===== src/rtl/fetch_bus_arbiter_pkg.sv =====
// ============================================================================
// fetch_bus_arbiter_pkg: bus owner encoding and arbiter state type. Rev 1.0
// ============================================================================
`default_nettype none

package fetch_bus_arbiter_pkg;

   typedef enum logic [1:0] {
      BUS_FETCH = 2'd0,
      BUS_DATA  = 2'd1,
      BUS_DMA   = 2'd2,
      BUS_IDLE  = 2'd3
   } bus_owner_t;

   typedef enum logic [2:0] {
      ST_FETCH = 3'd0,
      ST_DATA  = 3'd1,
      ST_DMA   = 3'd2,
      ST_TURN  = 3'd3,
      ST_IDLE  = 3'd4
   } arb_state_t;

   function automatic bus_owner_t state_owner(input arb_state_t s);
      case (s)
         ST_FETCH: return BUS_FETCH;
         ST_DATA:  return BUS_DATA;
         ST_DMA:   return BUS_DMA;
         default:  return BUS_IDLE;
      endcase
   endfunction

endpackage

`default_nettype wire


===== src/rtl/fetch_bus_arbiter_dma_burst_counter.sv =====
// ============================================================================
// dma_burst_counter: counts DMA-owned cycles, flags the burst limit. Rev 1.0
// ============================================================================
`default_nettype none

module dma_burst_counter #(
   parameter int DMA_MAX_BURST = 8,
   parameter int BURST_W       = 8
) (
   input  logic clk,
   input  logic rst_n,
   input  logic load,
   input  logic inc,
   input  logic clear,
   output logic limit_hit
);

   logic [BURST_W-1:0] count;

   always_ff @(posedge clk) begin
      if (!rst_n || clear) begin
         count <= '0;
      end else if (load) begin
         count <= BURST_W'(1);
      end else if (inc && (count != '1)) begin
         count <= count + 1'b1;
      end
   end

   assign limit_hit = (count == BURST_W'(DMA_MAX_BURST));

endmodule

`default_nettype wire


===== src/rtl/fetch_bus_arbiter.sv =====
// ============================================================================
// fetch_bus_arbiter: Stage 0 bus arbiter (fetch / load-store / DMA). Rev 1.0
// ============================================================================
`default_nettype none

module fetch_bus_arbiter #(
   parameter int DMA_MAX_BURST = 8,
   parameter int BURST_W       = 8
) (
   input  logic       ClockIn,
   input  logic       ResetIn_n,
   input  logic       HaltReq,
   input  logic       DataReq,
   input  logic       DmaReq,
   input  logic       Flags_5_PCRA_Flip,
   output logic       BusRequest,
   output logic       FetchSurpress,
   output logic       IncPCRA0,
   output logic       IncPCRA1,
   output logic       DataGrant,
   output logic       DmaGrant,
   output logic [1:0] BusOwner
);

   import fetch_bus_arbiter_pkg::*;

   arb_state_t state;
   arb_state_t next_state;
   arb_state_t normal_next;
   logic       normal_load;
   logic       forced_fetch;
   logic       next_forced;
   logic       fetch_slot;
   logic       cnt_load;
   logic       cnt_inc;
   logic       cnt_clear;
   logic       limit_hit;

   dma_burst_counter #(
      .DMA_MAX_BURST (DMA_MAX_BURST),
      .BURST_W       (BURST_W)
   ) u_burst (
      .clk       (ClockIn),
      .rst_n     (ResetIn_n),
      .load      (cnt_load),
      .inc       (cnt_inc),
      .clear     (cnt_clear),
      .limit_hit (limit_hit)
   );

   always_comb begin
      normal_next = ST_FETCH;
      normal_load = 1'b0;
      if (DataReq) begin
         normal_next = ST_DATA;
      end else if (DmaReq) begin
         normal_next = ST_DMA;
         normal_load = 1'b1;
      end else if (HaltReq) begin
         normal_next = ST_IDLE;
      end
   end

   always_comb begin
      next_state  = normal_next;
      next_forced = 1'b0;
      cnt_load    = 1'b0;
      cnt_inc     = 1'b0;
      cnt_clear   = 1'b0;
      case (state)
         ST_DMA: begin
            if (!DmaReq) begin
               next_state = ST_TURN;
               cnt_clear  = 1'b1;
            end else if (limit_hit) begin
               // Burst limit reached: reserve the slot after TURN for fetch.
               next_state  = ST_TURN;
               next_forced = 1'b1;
               cnt_clear   = 1'b1;
            end else begin
               next_state = ST_DMA;
               cnt_inc    = 1'b1;
            end
         end
         ST_TURN: begin
            if (forced_fetch) begin
               next_state = HaltReq ? ST_IDLE : ST_FETCH;
            end else begin
               cnt_load = normal_load;
            end
         end
         default: begin
            cnt_load = normal_load;
         end
      endcase
   end

   // Outputs are registered from the next state so they track the state register.
   always_ff @(posedge ClockIn) begin
      if (!ResetIn_n) begin
         state         <= ST_IDLE;
         forced_fetch  <= 1'b0;
         fetch_slot    <= 1'b0;
         BusRequest    <= 1'b1;
         FetchSurpress <= 1'b1;
         DataGrant     <= 1'b0;
         DmaGrant      <= 1'b0;
         BusOwner      <= BUS_IDLE;
      end else begin
         state         <= next_state;
         forced_fetch  <= next_forced;
         fetch_slot    <= (next_state == ST_FETCH);
         BusRequest    <= (next_state == ST_DATA) || (next_state == ST_DMA);
         FetchSurpress <= (next_state != ST_FETCH);
         DataGrant     <= (next_state == ST_DATA);
         DmaGrant      <= (next_state == ST_DMA);
         BusOwner      <= state_owner(next_state);
      end
   end

   assign IncPCRA0 = fetch_slot & ~Flags_5_PCRA_Flip;
   assign IncPCRA1 = fetch_slot &  Flags_5_PCRA_Flip;

endmodule

`default_nettype wire


===== config.mk =====
export PLATFORM = sky130hd
export DESIGN_NAME = fetch_bus_arbiter
export DESIGN_NICKNAME = d
export VERILOG_FILES = /design/src/rtl/fetch_bus_arbiter_pkg.sv /design/src/rtl/fetch_bus_arbiter_dma_burst_counter.sv /design/src/rtl/fetch_bus_arbiter.sv
export SDC_FILE = /design/constraint.sdc
export NUM_CORES = 1
export LEC_CHECK = 0
export CAP_MARGIN = 20
export CORE_ASPECT_RATIO = 1.25
export CORE_MARGIN = 8
export CORE_UTILIZATION = 51
export DETAILED_ROUTE_END_ITERATION = 10
export GPL_TIMING_DRIVEN = 1
export PLACE_DENSITY = 0.76
export SYNTH_ARGS = -nofsm -noshare
export SYNTH_HDL_FRONTEND = slang
export SYNTH_HIERARCHICAL = 1
export SYNTH_SLANG_ARGS = --single-unit

===== constraint.sdc =====
create_clock -name ClockIn -period 2.2 [get_ports ClockIn]
set_input_delay 0.55 -clock ClockIn [delete_from_list [all_inputs] [get_ports ClockIn]]
set_output_delay 0.55 -clock ClockIn [all_outputs]
set_load 0.03 [all_outputs]

==> results.json, run 1 <==
{
  "die_h_um": 63.58,
  "clock-sinks": 19,
  "drc": 0,
  "async_reset_ff_share_pct": 0,
  "hpwl_mm": 1.539,
  "cts_tree": "yes",
  "synth_edf_count": 0,
  "yosysTopAreaCellShare_pct": 41.19,
  "diodes": 0,
  "gp_congestion": 0.8103,
  "yosys_most_used_dff": "dfxtp_1",
  "combPwrFrac_pct": 15.6,
  "grt_pass1_vias": 817,
  "numPortBuffers": 13,
  "rrSetupSlack_ns": 0.25,
  "clk_latency_ns": 0.30,
  "drv_cap": 0,
  "fin_worst_skew_ns": 0.003014,
  "end_kind": "flop",
  "internal_power_mw": 0.4740,
  "die-area_sq_mm": 0.003437,
  "dpl-instance-area_sq_mm": 0.001100,
  "critPathKind": "in -> reg",
  "core_area_sq_mm": 0.001744,
  "required_ns": 2.40,
  "start_util_pct": 52.94,
  "routedWlPerCell_um": 13.88,
  "min_path_type": "reg -> reg",
  "grtUsageTotal_pct": 12.10,
  "crit_path_max_incr_delay_ns": 0.53,
  "nets": 133,
  "pwr-share-seq_pct": 56.8,
  "syn_nets": 112,
  "drtIter0Drc": 5,
  "ys_seq_area_share_pct": 41.19,
  "switching_share_pct": 27.09,
  "setup_viol": 0,
  "finalHoldViolCount": 0,
  "cp_num_cells": 7,
  "dp_cells": 139,
  "hold_buffers": 0,
  "switchingPower_mw": 0.1761,
  "r2r-start": "u_burst/count[0]$_SDFFE_PP0P_",
  "cts.repair.resized": 0,
  "slowest_stage": "clkdlybuf4s50_1",
  "grt_max_degree": 12,
  "viasPerCell": 5.881,
  "p_leak_nw": 0.4657,
  "cp_data_arrival_time_ns": 2.34,
  "max-slew-margin-rel_pct": 73.55,
  "fin_ws_ns": 0.06573,
  "worstMarginPinSlew_ns": 0.3931,
  "drt_wl_total_mm": 1.985,
  "syn_area_sq_um": 923.4,
  "r2r-end": "u_burst/count[6]$_SDFFE_PP0P_",
  "instances_no_fill": 143,
  "crit_start": "DmaReq",
  "dr.pass1.iters": 2,
  "synth_common_cells": "dfxtp_1, inv_1, nand2_1, nand3_1, nor2_1",
  "clockBufferDepth": 2,
  "rsz0062_at_grt": "false",
  "min_period_ns": 2.134,
  "path_max_fanout": 9,
  "crit_chain": "clkdlybuf4s50_1 > or3b_2 > nor2_1 > buf_4 > and4_1 > and4bb_1 > nor3_1",
  "slew_viol_final": 0,
  "max_freq_ghz": 0.4685,
  "grt_overflow": 0,
  "worstRegToRegCells": 9,
  "syn_inst": 104,
  "place_ws_ns": -0.2332,
  "p_per_area_mw_per_mm2": 576.7,
  "numCtsBuffers": 3,
  "postRouteAntennaNets": 0,
  "syn_area_per_cell_sq_um": 8.879,
  "antenna_found_initial": 0,
  "layout-drive-gt1-share_pct": 13.71,
  "synth_cell_types": 39,
  "cp_num_buf_inv": 2,
  "crit_family": "simple AND/OR/NAND/NOR gates",
  "synth_seq_cells": 19,
  "grt_pass1_wl_mm": 3.284,
  "status": "completed",
  "crit_path_start_kind": "primary input",
  "h-tree-depth": 1,
  "yosysWarnings": 6,
  "path_clk_slew_ns": 0.11,
  "power.total_mw": 0.6501,
  "period_share_pct": 97.01,
  "postLayoutCellArea_sq_mm": 0.001127,
  "io-pin-count": 14,
  "yosysMostFrequentCell": "dfxtp_1",
  "crit_path_end": "u_burst/count[6]$_SDFFE_PP0P_",
  "rows": 17,
  "final_core_util_pct": 64.63,
  "yosysTopAreaCell": "dfxtp_1",
  "cts_setup_buffers": 0,
  "p_clk_share_pct": 27.5,
  "area_growth_pct": 22.09,
  "root_buffer": "clkbuf_4",
  "synth_area_leaders": "dfxtp_1, nand3_1, inv_1",
  "die_w_um": 54.06,
  "ir_worst_vdd_v": 0.0005676,
  "num_vias": 841
}
## stage by stage
| step | hold WS [ns] | TNS [ns] |
|---|---|---|
| 2_1_floorplan | 0.4877 | 0 |
| 3_5_place_dp | 0.5346 | -0.9206 |
| 6_report | 0.5487 | 0 |
| 3_3_place_gp | 0.5157 | -0.7372 |
| 5_1_grt | 0.5880 | 0 |
| 4_1_cts | 0.5508 | 0 |
## placed cells by master (no fill, tap or decap), drive strengths merged
cell           Yosys  routed
and3b              1       1
buf                1       7
inv                8       8
o2111a             1       1
nor3b              2       2
a31oi              4       4
o21a               2       2
and2               2       2
o211ai             1       1
nand4              3       3
dfxtp             19      19
clkdlybuf4s50      0      11
a21oi              3       3
nor2b              4       4
a211o              1       1
nand3              7       7
nand2b             3       3
nand2              7       7
nor4               2       2
ha                 2       2
o21ai              3       3
a41o               1       1
o311ai             1       1
or3b               2       2
a211oi             1       1
nor3               5       5
and3               2       2
a21o               1       1
mux2i              2       2
clkinv             0       1
nand4b             1       1
clkbuf             1       3
and4bb             2       2
and4               3       3
nor2               6       6
## layer usage
metal / up-vias / part of all wire (%) / GRT usage, %
li1: 423 / - / -
met1: 393 / 40 / 12.70
met2: 19 / 50 / 20.20
met3: 6 / 7.0 / 2.347
met4: 0 / 3.1 / 8.333
met5: - / 0 / 0
## cells by family (layout without fill, tap and decap cells)
group / Yosys count / in the layout / share of synthesized area, %
adder cells (fa/ha/maj): 2 / 2 / 2.710
buffers and inverters: 10 / 30 / 4.335
flip-flops: 19 / 19 / 41.19
multiplexers: 2 / 2 / 2.168
AND/OR/NAND/NOR: 52 / 52 / 34.82
AO/OA/AOI/OAI: 19 / 19 / 14.77
## power by group through the flow
stage,logic [mW],registers (mW),clock network (mW)
after floorplan,0.0397,0.393,0
after CTS,0.102,0.369,0.184
final,0.102,0.369,0.179
after global placement,0.101,0.376,0
after detailed placement,0.102,0.377,0
after global routing,0.110,0.372,0.199
## cell type report
class                   count  area, sq um
fillers                   149        616.8
multi-input cells          75        503.0
flip-flops and latches     19        380.4
repair buffers             18        162.7
inverters                   8        30.03
well taps                  19        23.77
clock buffers               3        22.52
clock inverters             1        5.005
## sequential cells by signal, indices dropped and copies added (netlist names)
name	count
DataGrant	1
state	3
fetch_slot	1
FetchSurpress	1
BusOwner	2
DmaGrant	1
u_burst/count	8
forced_fetch	1
BusRequest	1
## how the worst min path moves through the flow
stage / cells past startpoint / endpoint / startpoint
detailed placement: 2 / u_burst/count[1]$_SDFFE_PP0P_ / u_burst/count[1]$_SDFFE_PP0P_
CTS: 2 / u_burst/count[1]$_SDFFE_PP0P_ / u_burst/count[1]$_SDFFE_PP0P_
global route: 2 / u_burst/count[5]$_SDFFE_PP0P_ / u_burst/count[5]$_SDFFE_PP0P_
global placement: 2 / u_burst/count[1]$_SDFFE_PP0P_ / u_burst/count[1]$_SDFFE_PP0P_
floorplan: 2 / u_burst/count[1]$_SDFFE_PP0P_ / u_burst/count[1]$_SDFFE_PP0P_
finish: 2 / u_burst/count[1]$_SDFFE_PP0P_ / u_burst/count[1]$_SDFFE_PP0P_
## worst reg2reg max path, cell delays in order, from the launching register on
cell and delay [ns]:
dfxtp_1 0.39, inv_1 0.08, ha_1 0.15, nand3_1 0.07
nor4_1 0.31, nor2_1 0.10, buf_4 0.17, and4_1 0.23
and4bb_1 0.20, nor3_1 0.16
(Power assumes the default switching activity.)
==> run 2, diff against run 1 <==
==> constraint.sdc (replaced) <==
create_clock -name ClockIn -period 2 [get_ports ClockIn]
set_input_delay 0.5 -clock ClockIn [delete_from_list [all_inputs] [get_ports ClockIn]]
set_output_delay 0.5 -clock ClockIn [all_outputs]
set_load 0.03 [all_outputs]
==> run 2 against run 1 <==
Effect of this change:
- combinational power grew 18%
- hold slack lost 0.013 ns
- highest routed layer unchanged
- core utilization grew 1.9 points
- critical path type unchanged
- global-route usage grew 0.17 points
==> results.json, run 2 (synthesis results as in run 1) <==
{
  "worstMarginPinSlew_ns": 0.3932,
  "die_w_um": 54.06,
  "drv_cap": 0,
  "num_vias": 823,
  "regMostFlops": "u_burst/count",
  "status": "completed",
  "path_max_fanout": 8,
  "final_core_util_pct": 66.57,
  "root_buffer": "clkbuf_4",
  "setup_viol": 0,
  "power.total_mw": 0.7176,
  "clockBufferDepth": 2,
  "clock-sinks": 19,
  "period_share_pct": 93.86,
  "min_path_type": "reg -> reg",
  "required_ns": 2.19,
  "h-tree-depth": 1,
  "gp_congestion": 0.8671,
  "fin_setup_tns_ns": 0,
  "p_per_area_mw_per_mm2": 618.0,
  "crit_path_max_incr_delay_ns": 0.47,
  "cp_data_arrival_time_ns": 2.07,
  "end_kind": "flop",
  "hold_ws_ns": 0.5356,
  "most-common-layout-cells": "dfxtp_1, clkdlybuf4s50_1, buf_4",
  "numPortBuffers": 13,
  "slowest_stage": "clkdlybuf4s50_1",
  "slew_viol_final": 0,
  "max-slew-margin-rel_pct": 73.61,
  "clk_latency_ns": 0.30,
  "p_leak_nw": 0.4840,
  "rows": 17,
  "largest_registers": "u_burst/count x8, state x3, BusOwner x2",
  "grt_max_degree": 12,
  "largest_reg_flops": 8,
  "cts_tree": "yes",
  "layout-drive-gt1-share_pct": 17.32,
  "drc": 0,
  "crit_chain": "clkdlybuf4s50_1 > or3b_4 > nor2_1 > buf_4 > and4_4 > and4bb_1 > nor3_1",
  "viasPerCell": 5.637,
  "fin_worst_skew_ns": 0.001886,
  "io-pin-count": 14,
  "path_clk_slew_ns": 0.11,
  "critPathKind": "in -> reg",
  "grt_overflow": 0,
  "ir_worst_vdd_v": 0.0006262,
  "antenna_found_initial": 0,
  "final_common_cell": "dfxtp_1",
  "hold_buffers": 0,
  "start_util_pct": 52.94,
  "min_period_ns": 1.877,
  "rsz0062_at_grt": "false",
  "grt_pass1_vias": 853,
  "area_growth_pct": 25.74,
  "die_h_um": 63.58,
  "hpwl_mm": 1.614,
  "drtIter0Drc": 16,
  "nets": 136,
  "max_freq_ghz": 0.5327,
  "grt_pass1_wl_mm": 3.318,
  "routedWlPerCell_um": 14.08,
  "crit_path_start_kind": "primary input",
  "postRouteAntennaNets": 0,
  "drt_wl_total_mm": 2.056,
  "diodes": 0,
  "cts_setup_buffers": 0,
  "die-area_sq_mm": 0.003437,
  "cts.repair.resized": 0,
  "core_area_sq_mm": 0.001744,
  "dr.pass1.iters": 4,
  "fillers": 158,
  "finalHoldViolCount": 0,
  "grtUsageTotal_pct": 12.27,
  "numCtsBuffers": 3
}
-- run 2: per-stage QoR --
stage	cells	worst slack (ns)	area (sq um)
6_report	146	0.1227	1161
3_3_place_gp	142	-0.2806	1122
4_1_cts	146	0.01825	1150
5_1_grt	146	0.04226	1161
3_5_place_dp	142	-0.3031	1122
2_1_floorplan	104	0.2262	923.4
-- run 2: final cells by class --
class | instances | area (sq um) | share of cell area, %
multi-input combinational | 75 | 514.2 | 44.29
tap | 19 | 23.77 | 2.047
clock inverter | 1 | 5.005 | 0.4310
timing repair buffer | 21 | 185.2 | 15.95
inverter | 8 | 30.03 | 2.586
sequential | 19 | 380.4 | 32.76
clock buffer | 3 | 22.52 | 1.940
-- run 2: worst max-delay path: cells and delay by family --
kind,cells,cell delay [ns]
buffers and inverters,2,0.62
and+or+nand+nor,5,0.95
-- run 2: worst paths after layout --
| kind | start | slack (ns) | endpoint | cells after the start |
|---|---|---|---|---|
| worst max-delay path | DmaReq | 0.12 | u_burst/count[6]$_SDFFE_PP0P_ | 7 |
| worst min register to register | u_burst/count[1]$_SDFFE_PP0P_ | 0.54 | u_burst/count[1]$_SDFFE_PP0P_ | 2 |
| worst max register to register | u_burst/count[1]$_SDFFE_PP0P_ | 0.23 | u_burst/count[6]$_SDFFE_PP0P_ | 9 |
| worst min-delay path | u_burst/count[1]$_SDFFE_PP0P_ | 0.54 | u_burst/count[1]$_SDFFE_PP0P_ | 2 |
-- run 2: where the power goes --
part / total (mW) / internal (mW) / switching (mW)
Sequential: 0.404 / 0.396 / 0.00842
Clock: 0.194 / 0.0746 / 0.119
Combinational: 0.120 / 0.0554 / 0.0644
Total: 0.718 / 0.526 / 0.192
-- run 2: routing by layer --
layer	share of wire [%]	GRT usage (%)
met5	0	0
met4	1.3	5.864
met3	6.6	2.817
met2	55	23.40
met1	37	11.08
